===== src/rtl/mem_access_pkg.sv =====
// rtl/mem_access_pkg.sv - shared widths, op/width encodings and FSM states for mem_access
package mem_access_pkg;

    localparam int REG_LEN      = 32;
    localparam int REG_ADDR_LEN = 5;

    localparam logic [1:0] OP_LOAD  = 2'b01;
    localparam logic [1:0] OP_STORE = 2'b10;

    localparam logic [1:0] W_BYTE = 2'b00;
    localparam logic [1:0] W_HALF = 2'b01;

    typedef enum logic [1:0] {
        ST_IDLE   = 2'b00,
        ST_ACCESS = 2'b01,
        ST_DONE   = 2'b10
    } state_e;

    // Index of the final byte of an access; width 2'b11 behaves as a word.
    function automatic logic [1:0] last_byte_idx(input logic [1:0] width);
        case (width)
            W_BYTE:  return 2'd0;
            W_HALF:  return 2'd1;
            default: return 2'd3;
        endcase
    endfunction

endpackage


===== src/rtl/mem_access_if.sv =====
// rtl/mem_access_if.sv - byte-serial memory port between mem_access and the memory
interface mem_access_if;

    logic        mem_req;
    logic        mem_we;
    logic [31:0] mem_addr;
    logic [7:0]  mem_wdata;
    logic [7:0]  mem_rdata;
    logic        mem_ack;

    modport master (
        output mem_req, mem_we, mem_addr, mem_wdata,
        input  mem_rdata, mem_ack
    );

    modport slave (
        input  mem_req, mem_we, mem_addr, mem_wdata,
        output mem_rdata, mem_ack
    );

endinterface


===== src/rtl/load_extend.sv =====
// rtl/load_extend.sv - sign/zero extension of an assembled load value by access width
module load_extend
    import mem_access_pkg::*;
(
    input  logic [REG_LEN-1:0] i_buf,
    input  logic [1:0]         i_width,
    input  logic               i_unsigned,
    output logic [REG_LEN-1:0] o_data
);

    logic w_sign;

    always_comb begin
        w_sign = 1'b0;
        o_data = i_buf;
        case (i_width)
            W_BYTE: begin
                w_sign = ~i_unsigned & i_buf[7];
                o_data = {{(REG_LEN-8){w_sign}}, i_buf[7:0]};
            end
            W_HALF: begin
                w_sign = ~i_unsigned & i_buf[15];
                o_data = {{(REG_LEN-16){w_sign}}, i_buf[15:0]};
            end
            default: o_data = i_buf;
        endcase
    end

endmodule


===== src/rtl/mem_access.sv =====
// rtl/mem_access.sv - pipeline memory stage serialising loads/stores into byte accesses
module mem_access
    import mem_access_pkg::*;
(
    input  logic                    clk,
    input  logic                    rst,
    input  logic [REG_LEN-1:0]      i_ex_rd_data,
    input  logic [REG_ADDR_LEN-1:0] i_ex_rd_addr,
    input  logic                    i_ex_rd_enable,
    input  logic [1:0]              i_ex_mem_op,
    input  logic [1:0]              i_ex_mem_width,
    input  logic                    i_ex_mem_unsigned,
    input  logic [REG_LEN-1:0]      i_ex_store_data,
    mem_access_if.master            mem,
    output logic [REG_LEN-1:0]      o_wb_rd_data,
    output logic [REG_ADDR_LEN-1:0] o_wb_rd_addr,
    output logic                    o_wb_rd_enable,
    output logic                    o_stall_req
);

    state_e             r_state;
    logic [1:0]         r_cnt;
    logic [REG_LEN-1:0] r_buf;

    logic               w_is_load;
    logic               w_is_store;
    logic               w_mem_op;
    logic               w_last;
    logic               w_wb_en;
    logic [REG_LEN-1:0] w_ext;

    assign w_is_load  = (i_ex_mem_op == OP_LOAD);
    assign w_is_store = (i_ex_mem_op == OP_STORE);
    assign w_mem_op   = w_is_load | w_is_store;
    assign w_last     = (r_cnt == last_byte_idx(i_ex_mem_width));

    load_extend u_load_extend (
        .i_buf      (r_buf),
        .i_width    (i_ex_mem_width),
        .i_unsigned (i_ex_mem_unsigned),
        .o_data     (w_ext)
    );

    // ex_* is held stable by upstream while stalled, so op/width/address are read live.
    always_ff @(posedge clk) begin
        if (rst) begin
            r_state <= ST_IDLE;
            r_cnt   <= 2'd0;
            r_buf   <= '0;
        end else begin
            case (r_state)
                ST_IDLE: begin
                    if (w_mem_op) begin
                        r_state <= ST_ACCESS;
                        r_cnt   <= 2'd0;
                        r_buf   <= '0;
                    end
                end
                ST_ACCESS: begin
                    if (mem.mem_ack) begin
                        if (w_is_load) begin
                            r_buf[{r_cnt, 3'b000} +: 8] <= mem.mem_rdata;
                        end
                        if (w_last) begin
                            r_state <= ST_DONE;
                            r_cnt   <= 2'd0;
                        end else begin
                            r_cnt <= r_cnt + 2'd1;
                        end
                    end
                end
                ST_DONE: r_state <= ST_IDLE;
                default: r_state <= ST_IDLE;
            endcase
        end
    end

    always_comb begin
        mem.mem_req    = 1'b0;
        mem.mem_we     = 1'b0;
        mem.mem_addr   = i_ex_rd_data + {30'd0, r_cnt};
        mem.mem_wdata  = i_ex_store_data[{r_cnt, 3'b000} +: 8];
        o_stall_req    = 1'b0;
        o_wb_rd_data   = i_ex_rd_data;
        o_wb_rd_addr   = i_ex_rd_addr;
        w_wb_en        = 1'b0;
        if (rst) begin
            o_wb_rd_data = '0;
            o_wb_rd_addr = '0;
        end else begin
            case (r_state)
                ST_IDLE: begin
                    // Zero-latency pass-through; a memory op instead stalls and bubbles wb.
                    o_stall_req = w_mem_op;
                    w_wb_en     = i_ex_rd_enable & ~w_mem_op;
                end
                ST_ACCESS: begin
                    mem.mem_req = 1'b1;
                    mem.mem_we  = w_is_store;
                    o_stall_req = 1'b1;
                end
                ST_DONE: begin
                    if (w_is_load) begin
                        o_wb_rd_data = w_ext;
                        w_wb_en      = i_ex_rd_enable;
                    end
                end
                default: w_wb_en = 1'b0;
            endcase
        end
        o_wb_rd_enable = w_wb_en & (o_wb_rd_addr != '0);
    end

endmodule


===== src/flat_wrapper.sv =====
// flat-port wrapper written by rule: the top's interface ports become plain ports
module mem_access_flat import mem_access_pkg::*;
  (clk, rst, i_ex_rd_data, i_ex_rd_addr, i_ex_rd_enable, i_ex_mem_op, i_ex_mem_width, i_ex_mem_unsigned, i_ex_store_data, o_wb_rd_data, o_wb_rd_addr, o_wb_rd_enable, o_stall_req, mem_mem_req, mem_mem_we, mem_mem_addr, mem_mem_wdata, mem_mem_rdata, mem_mem_ack);
  mem_access_if mem_i ();
  input  logic clk;
  input  logic rst;
  input  logic [REG_LEN-1:0] i_ex_rd_data;
  input  logic [REG_ADDR_LEN-1:0] i_ex_rd_addr;
  input  logic i_ex_rd_enable;
  input  logic [1:0] i_ex_mem_op;
  input  logic [1:0] i_ex_mem_width;
  input  logic i_ex_mem_unsigned;
  input  logic [REG_LEN-1:0] i_ex_store_data;
  output logic [REG_LEN-1:0] o_wb_rd_data;
  output logic [REG_ADDR_LEN-1:0] o_wb_rd_addr;
  output logic o_wb_rd_enable;
  output logic o_stall_req;
  output wire logic [$bits(mem_i.mem_req)-1:0] mem_mem_req;
  output wire logic [$bits(mem_i.mem_we)-1:0] mem_mem_we;
  output wire logic [$bits(mem_i.mem_addr)-1:0] mem_mem_addr;
  output wire logic [$bits(mem_i.mem_wdata)-1:0] mem_mem_wdata;
  input wire logic [$bits(mem_i.mem_rdata)-1:0] mem_mem_rdata;
  input wire logic [$bits(mem_i.mem_ack)-1:0] mem_mem_ack;
  assign mem_mem_req = mem_i.mem_req;
  assign mem_mem_we = mem_i.mem_we;
  assign mem_mem_addr = mem_i.mem_addr;
  assign mem_mem_wdata = mem_i.mem_wdata;
  assign mem_i.mem_rdata = mem_mem_rdata;
  assign mem_i.mem_ack = mem_mem_ack;
  mem_access u_core (.clk(clk), .rst(rst), .i_ex_rd_data(i_ex_rd_data), .i_ex_rd_addr(i_ex_rd_addr), .i_ex_rd_enable(i_ex_rd_enable), .i_ex_mem_op(i_ex_mem_op), .i_ex_mem_width(i_ex_mem_width), .i_ex_mem_unsigned(i_ex_mem_unsigned), .i_ex_store_data(i_ex_store_data), .mem(mem_i), .o_wb_rd_data(o_wb_rd_data), .o_wb_rd_addr(o_wb_rd_addr), .o_wb_rd_enable(o_wb_rd_enable), .o_stall_req(o_stall_req));
endmodule

===== config.mk =====
export PLATFORM = sky130hd
export DESIGN_NAME = mem_access_flat
export DESIGN_NICKNAME = d
export VERILOG_FILES = /design/src/rtl/mem_access_pkg.sv /design/src/rtl/mem_access_if.sv /design/src/rtl/load_extend.sv /design/src/rtl/mem_access.sv /design/src/flat_wrapper.sv
export SDC_FILE = /design/constraint.sdc
export NUM_CORES = 1
export LEC_CHECK = 0
export ABC_AREA = 1
export CAP_MARGIN = 10
export CORE_ASPECT_RATIO = 1.25
export CORE_UTILIZATION = 44
export DETAILED_ROUTE_END_ITERATION = 8
export PLACE_DENSITY = 0.91
export SLEW_MARGIN = 20
export SYNTH_ARGS = -nofsm -noshare
export SYNTH_HDL_FRONTEND = slang
export SYNTH_HIERARCHICAL = 1
export SYNTH_SLANG_ARGS = --single-unit
export TNS_END_PERCENT = 100

===== constraint.sdc =====
create_clock -name clk -period 2.9 [get_ports clk]
set_input_delay 0.435 -clock clk [delete_from_list [all_inputs] [get_ports clk]]
set_output_delay 0.435 -clock clk [all_outputs]
set_load 0.01 [all_outputs]

=== Word level (Yosys, flattened, before mapping) ===
Cells that the tools add are included.

* Add/sub/neg operators: 3
* Equal/unequal tests: 10
* Shift-type cells: 3
* Mux-type cells: 28
* Bitwise logic cells: 7
* Reduce and logical (&&, ||, !) cells: 7

{| class="wikitable"
|+ Operators by type and width
! kind !! count
|-
| 32-bit two-way mux || 6
|-
| 32-bit case mux with 2 select lines || 2
|-
| 32-bit by 2-bit adder with 32-bit output || 1
|-
| 32-bit bitwise mux || 1
|-
| 8-bit by 7-bit variable shift with 32-bit output (first input constant) || 1
|-
| 32-bit by 6-bit variable part select with 8-bit output || 1
|-
| 8-bit by 7-bit variable part select with 32-bit output || 1
|-
| 2-bit two-way mux || 6
|-
| 2-bit case mux with 2 select lines || 3
|-
| 1-bit two-way mux || 7
|-
| 5-bit negation with 7-bit output || 1
|-
| 2-bit by 1-bit == test with 1-bit output (second input constant) || 3
|-
| 2-bit by 1-bit inequality test with 1-bit output (second input constant) || 3
|-
| 3-bit AND reduction || 2
|-
| 5-bit two-way mux || 1
|-
| 5-bit nonzero test || 1
|-
| 1-bit AND || 4
|-
| 2-bit == test (second input constant) || 2
|-
| 2-bit zero test || 2
|-
| 1-bit case mux with 2 select lines || 2
|-
| 4-bit AND reduction || 1
|-
| 2-bit by 1-bit adder with 2-bit output (second input constant) || 1
|-
| 2-bit == test || 1
|-
| 2-bit inequality test (second input constant) || 1
|-
| other kinds (3) || 4
|}

* Register bits: 36
* Input port bits: 86
* Output and inout port bits: 81
* Word-level logic and storage cells: 61

=== Depth between registers and ports, before layout ===
* Word-level depth: 7
* Gate-level depth with buffers: 11
* Depth with buffers taken out: 10

=== Modules after synthesis ===
Netlist, hierarchy kept.

{| class="wikitable"
|+ By module, submodules not included
! module !! instances !! cells an instance !! area an instance (um^2) !! seq. area each (um^2)
|-
| mem_access || 1 || 662 || 3537.1 || 720.7
|-
| load_extend || 1 || 71 || 404.1 || 0.0
|}

=== Worst setup path after synthesis ===
Ideal clock, no wire load.

* Path type: reg2out
* Start: register u_core.r_cnt[1]
* End: output mem_mem_addr[12]
* Arrival: 2.098 ns
* Data required time: 2.465 ns
* Slack: 0.367 ns
* Stages on the path, launching flop included: 8
* Buffers on the path: 1
* Cell sequence: dfxtp_1 > clkbuf_1 > inv_1 > fa_1 > nor2_1 > nand2_1 > nor2_1 > xor2_1

* Cells in the longest elaborated chain, start to end: 1

{| class="wikitable"
|+ Ends and longest elaborated chain
! what !! line !! text
|-
| from (decl) || mem_access.sv:22 || <nowiki>logic [1:0] r_cnt;</nowiki>
|-
| from (signal assigned) || mem_access.sv:68 || <nowiki>r_cnt <= r_cnt + 2'd1;</nowiki>
|-
| 32-bit by 2-bit adder with 32-bit output || mem_access.sv:81 || <nowiki>mem.mem_addr = i_ex_rd_data + {30'd0, r_cnt};</nowiki>
|-
| to (decl) || flat_wrapper.sv:20 || <nowiki>output wire logic [$bits(mem_i.mem_addr)-1:0] mem_mem_addr;</nowiki>
|}

Every way passes these cells.

=== Worst setup path in the final report ===
* Start: input i_ex_rd_data[1]
* End: output mem_mem_addr[5]

* Cells in the longest elaborated chain, start to end: 1

{| class="wikitable"
|+ Ends and longest elaborated chain
! what !! line !! text
|-
| from (decl) || flat_wrapper.sv:7 || <nowiki>input logic [REG_LEN-1:0] i_ex_rd_data;</nowiki>
|-
| 32-bit by 2-bit adder with 32-bit output || mem_access.sv:81 ||
|}

Every way passes these cells.

==> results.md <==
* Setup violations, final at 0
* Synth cell types at 30
* First drt pass iteration count at 5
* Mapped Nets at 829
* Row count at 38
* Main combinational cell family by area after synthesis: simple AND/OR/NAND/NOR gates
* PortBufs at 166
* H-tree levels at 2
* Slew margin rel. at 68.6%
* PD cells at 316 nW/um2
* Overflow after GRT at 0
* DP Wirelength at 10400 um
* Register area share after synthesis at 18.3%
* Synth Register Bits at 36
* Reg2Reg Depth at 9
* Max Freq at 355 MHz
* Total track usage at 27.6%
* Routed vias at 5249
* Drt total wl at 13000 um
* Skew final at 0.0106 ns
* Worst vdd ir at 0.000209 V
* Wirelength per Cell at 12.7 um
* Post-synthesis mux area share at 0%
* Max-cap violations at 0
* Synth Area in Adders at 3.37%
* Post-route ant nets at 0
* Die width at 86.7 um
* Post-synth top cells: 219 x nand2_1, 145 x nor2_1, 79 x inv_1
* Total core area at 8700 um2
* Initial detailed-routing violation count at 285
* Ys async rst share at 0%
* DRC viols at 0
* Synth area leader: nand2_1
* Die area at 9340 um2
* Worst setup EP type: primary output
* Post-synthesis cell area at 3940 um2
* Root Driver: clkbuf_8
* WHS at 0.482 ns
* GP Congestion at 0.995
* Area grow syn2layout at 52.1%
* Yosys top cell area share at 20.9%
* Pins Over Slew Limit at 0
* Post-Synth Simple-Gate Area at 47.3%
* Nets at 1005
* Worst-Margin Slew at 0.469 ns
* CTS buffer count at 5
* Min Tclk post-route at 2.82 ns
* Compound-cell area share of the yosys netlist at 13.6%
* Number of global-route vias before repair at 4651
* Cells after synthesis at 733
* Clk buf depth at 2
* Antenna violations before repair at 0
* Hold Path Class: reg2reg
* Die span in y at 108 um
* CP startpoint kind: primary input
* First-pass GRT wire length at 20500 um
* CTS tree: done
* I/O pin total at 167
* Hold Vio Cnt, Final at 0
* Syn Area/Cell at 5.38 um2
* XOR/XNOR Fraction of Synth Area at 3.56%
* Layout cells sized above 1 at 8.68%
* Most frequent cell after synthesis: nand2_1
* Ys flop type: dfxtp_1
* Total power at 1.89 mW
* Via-per-instance ratio at 5.10
* Period utilisation layout at 97.1%
* Leakage at 2.99 nW
* Ant diodes at 0
* Starting density of the core at 45.3%
* Critical path class: in2out
* Warnings from Yosys at 6
* Largest net degree at the start of global routing at 66
* Core Util, Final at 68.9%
* Largest fanout on the critical path at 2
* WP data required at 2.47 ns
* Status: completed
* Post-synth EDFFs at 0
* Clock slew at reported path FFs at 0.08 ns
* CTS sink cnt at 36
* Synth area leaders: nand2_1 21%, dfxtp_1 18%, nor2_1 14%
* Hold Crit Depth at 2
* Skew-Pair Late Insertion Delay at 0.29 ns
* CP Data Arrival Time at 2.38 ns
flip-flops by register name (all words and copies together) (netlist names):
signal	flops
u_core/r_buf	32
u_core/r_state	2
u_core/r_cnt	2
power by group:
part           switching (mW)  internal [mW]  total (mW)  leakage [nW]
sequential             0.0441          0.571       0.615         0.296
combinational           0.488          0.414       0.902          2.64
clock                   0.183          0.194       0.377        0.0516
repair_timing:
item / 4_1_cts / 5_1_grt
gates cloned: 0 / 1
setup buffers: 3 / 1
hold buffers: 0 / 0
pin swaps: 3 / 2
endpoints found under the setup margin: 24 / 27
gates resized for setup: 28 / 26
logic make-up (layout without fill, tap and decap cells):
kind of cell / after synthesis / after routing
buffers and inverters: 121 / 298
XOR/XNOR: 16 / 16
AO/OA/AOI/OAI: 105 / 105
AND/OR/NAND/NOR: 445 / 445
adder cells (fa/ha/maj): 10 / 10
flip-flops: 36 / 36
layout by cell type, fill, tap and decap left out, types with 2 or more instances in the layout:
cell type          n
nand2_1          216
nor2_1           142
clkdlybuf4s50_1  138
inv_1             79
o21ai_0           60
nand3_1           46
buf_4             39
a21oi_1           36
dfxtp_1           36
xor2_1            14
dlymetal6s2s_1    12
nand4_1           12
dlygate4sd2_1      9
o22ai_1            8
ha_1               8
nor2_4             7
clkbuf_8           6
clkbuf_2           5
nand2_2            5
nand3b_1           5
nor3_1             4
nor2_2             2
xnor2_1            2
clkinv_1           2
buf_12             2
nand2_4            2
nand3_2            2
worst max-delay path, stage by stage:
cell and delay [ns]:
clkdlybuf4s50_1 0.43, buf_4 0.14, ha_1 0.28, nand2_1 0.06, nand2_1 0.08, nand4_1 0.12, buf_4 0.16, xor2_1 0.12
clkdlybuf4s50_1 0.56
final cells by class:
class / instances / area [um2]
tap: 120 / 150
timing repair buffer: 208 / 2010
fill: 801 / 2710
clock buffer: 6 / 82.6
inverter: 82 / 308
multi-input combinational: 576 / 2710
clock inverter: 2 / 13.8
sequential: 36 / 721
metrics by stage:
stage	setup WS [ns]	instances	cell area (um2)	TNS (ns)
5_1_grt	-0.00550	1030	5990	-0.00550
6_report	0.0835	1030	5990	0
2_1_floorplan	0.367	733	3940	0
3_5_place_dp	-0.418	1017	5820	-5.01
3_3_place_gp	-0.361	1017	5820	-4.01
4_1_cts	0.00225	1028	5940	0
path summary, 6_finish.rpt:
kind | startpoint | to | slack (ns)
worst max register to register | u_core/r_cnt[0]$_SDFFE_PP0P_ | u_core/r_buf[28]$_SDFFE_PP0P_ | 0.58
worst min register to register | u_core/r_buf[9]$_SDFFE_PP0P_ | u_core/r_buf[9]$_SDFFE_PP0P_ | 0.48
worst min-delay path | u_core/r_buf[9]$_SDFFE_PP0P_ | u_core/r_buf[9]$_SDFFE_PP0P_ | 0.48
worst max-delay path | i_ex_rd_data[1] | mem_mem_addr[5] | 0.08
layer usage:
layer	vias up	wire length, um	track usage (%)
met1	2295	5010	31.2
met3	49	987	2.84
met5	-	0	0
li1	2652	-	-
met4	0	580	13.8
met2	253	6470	50.6
No activity file was read; power rests on OpenSTA's default activity.
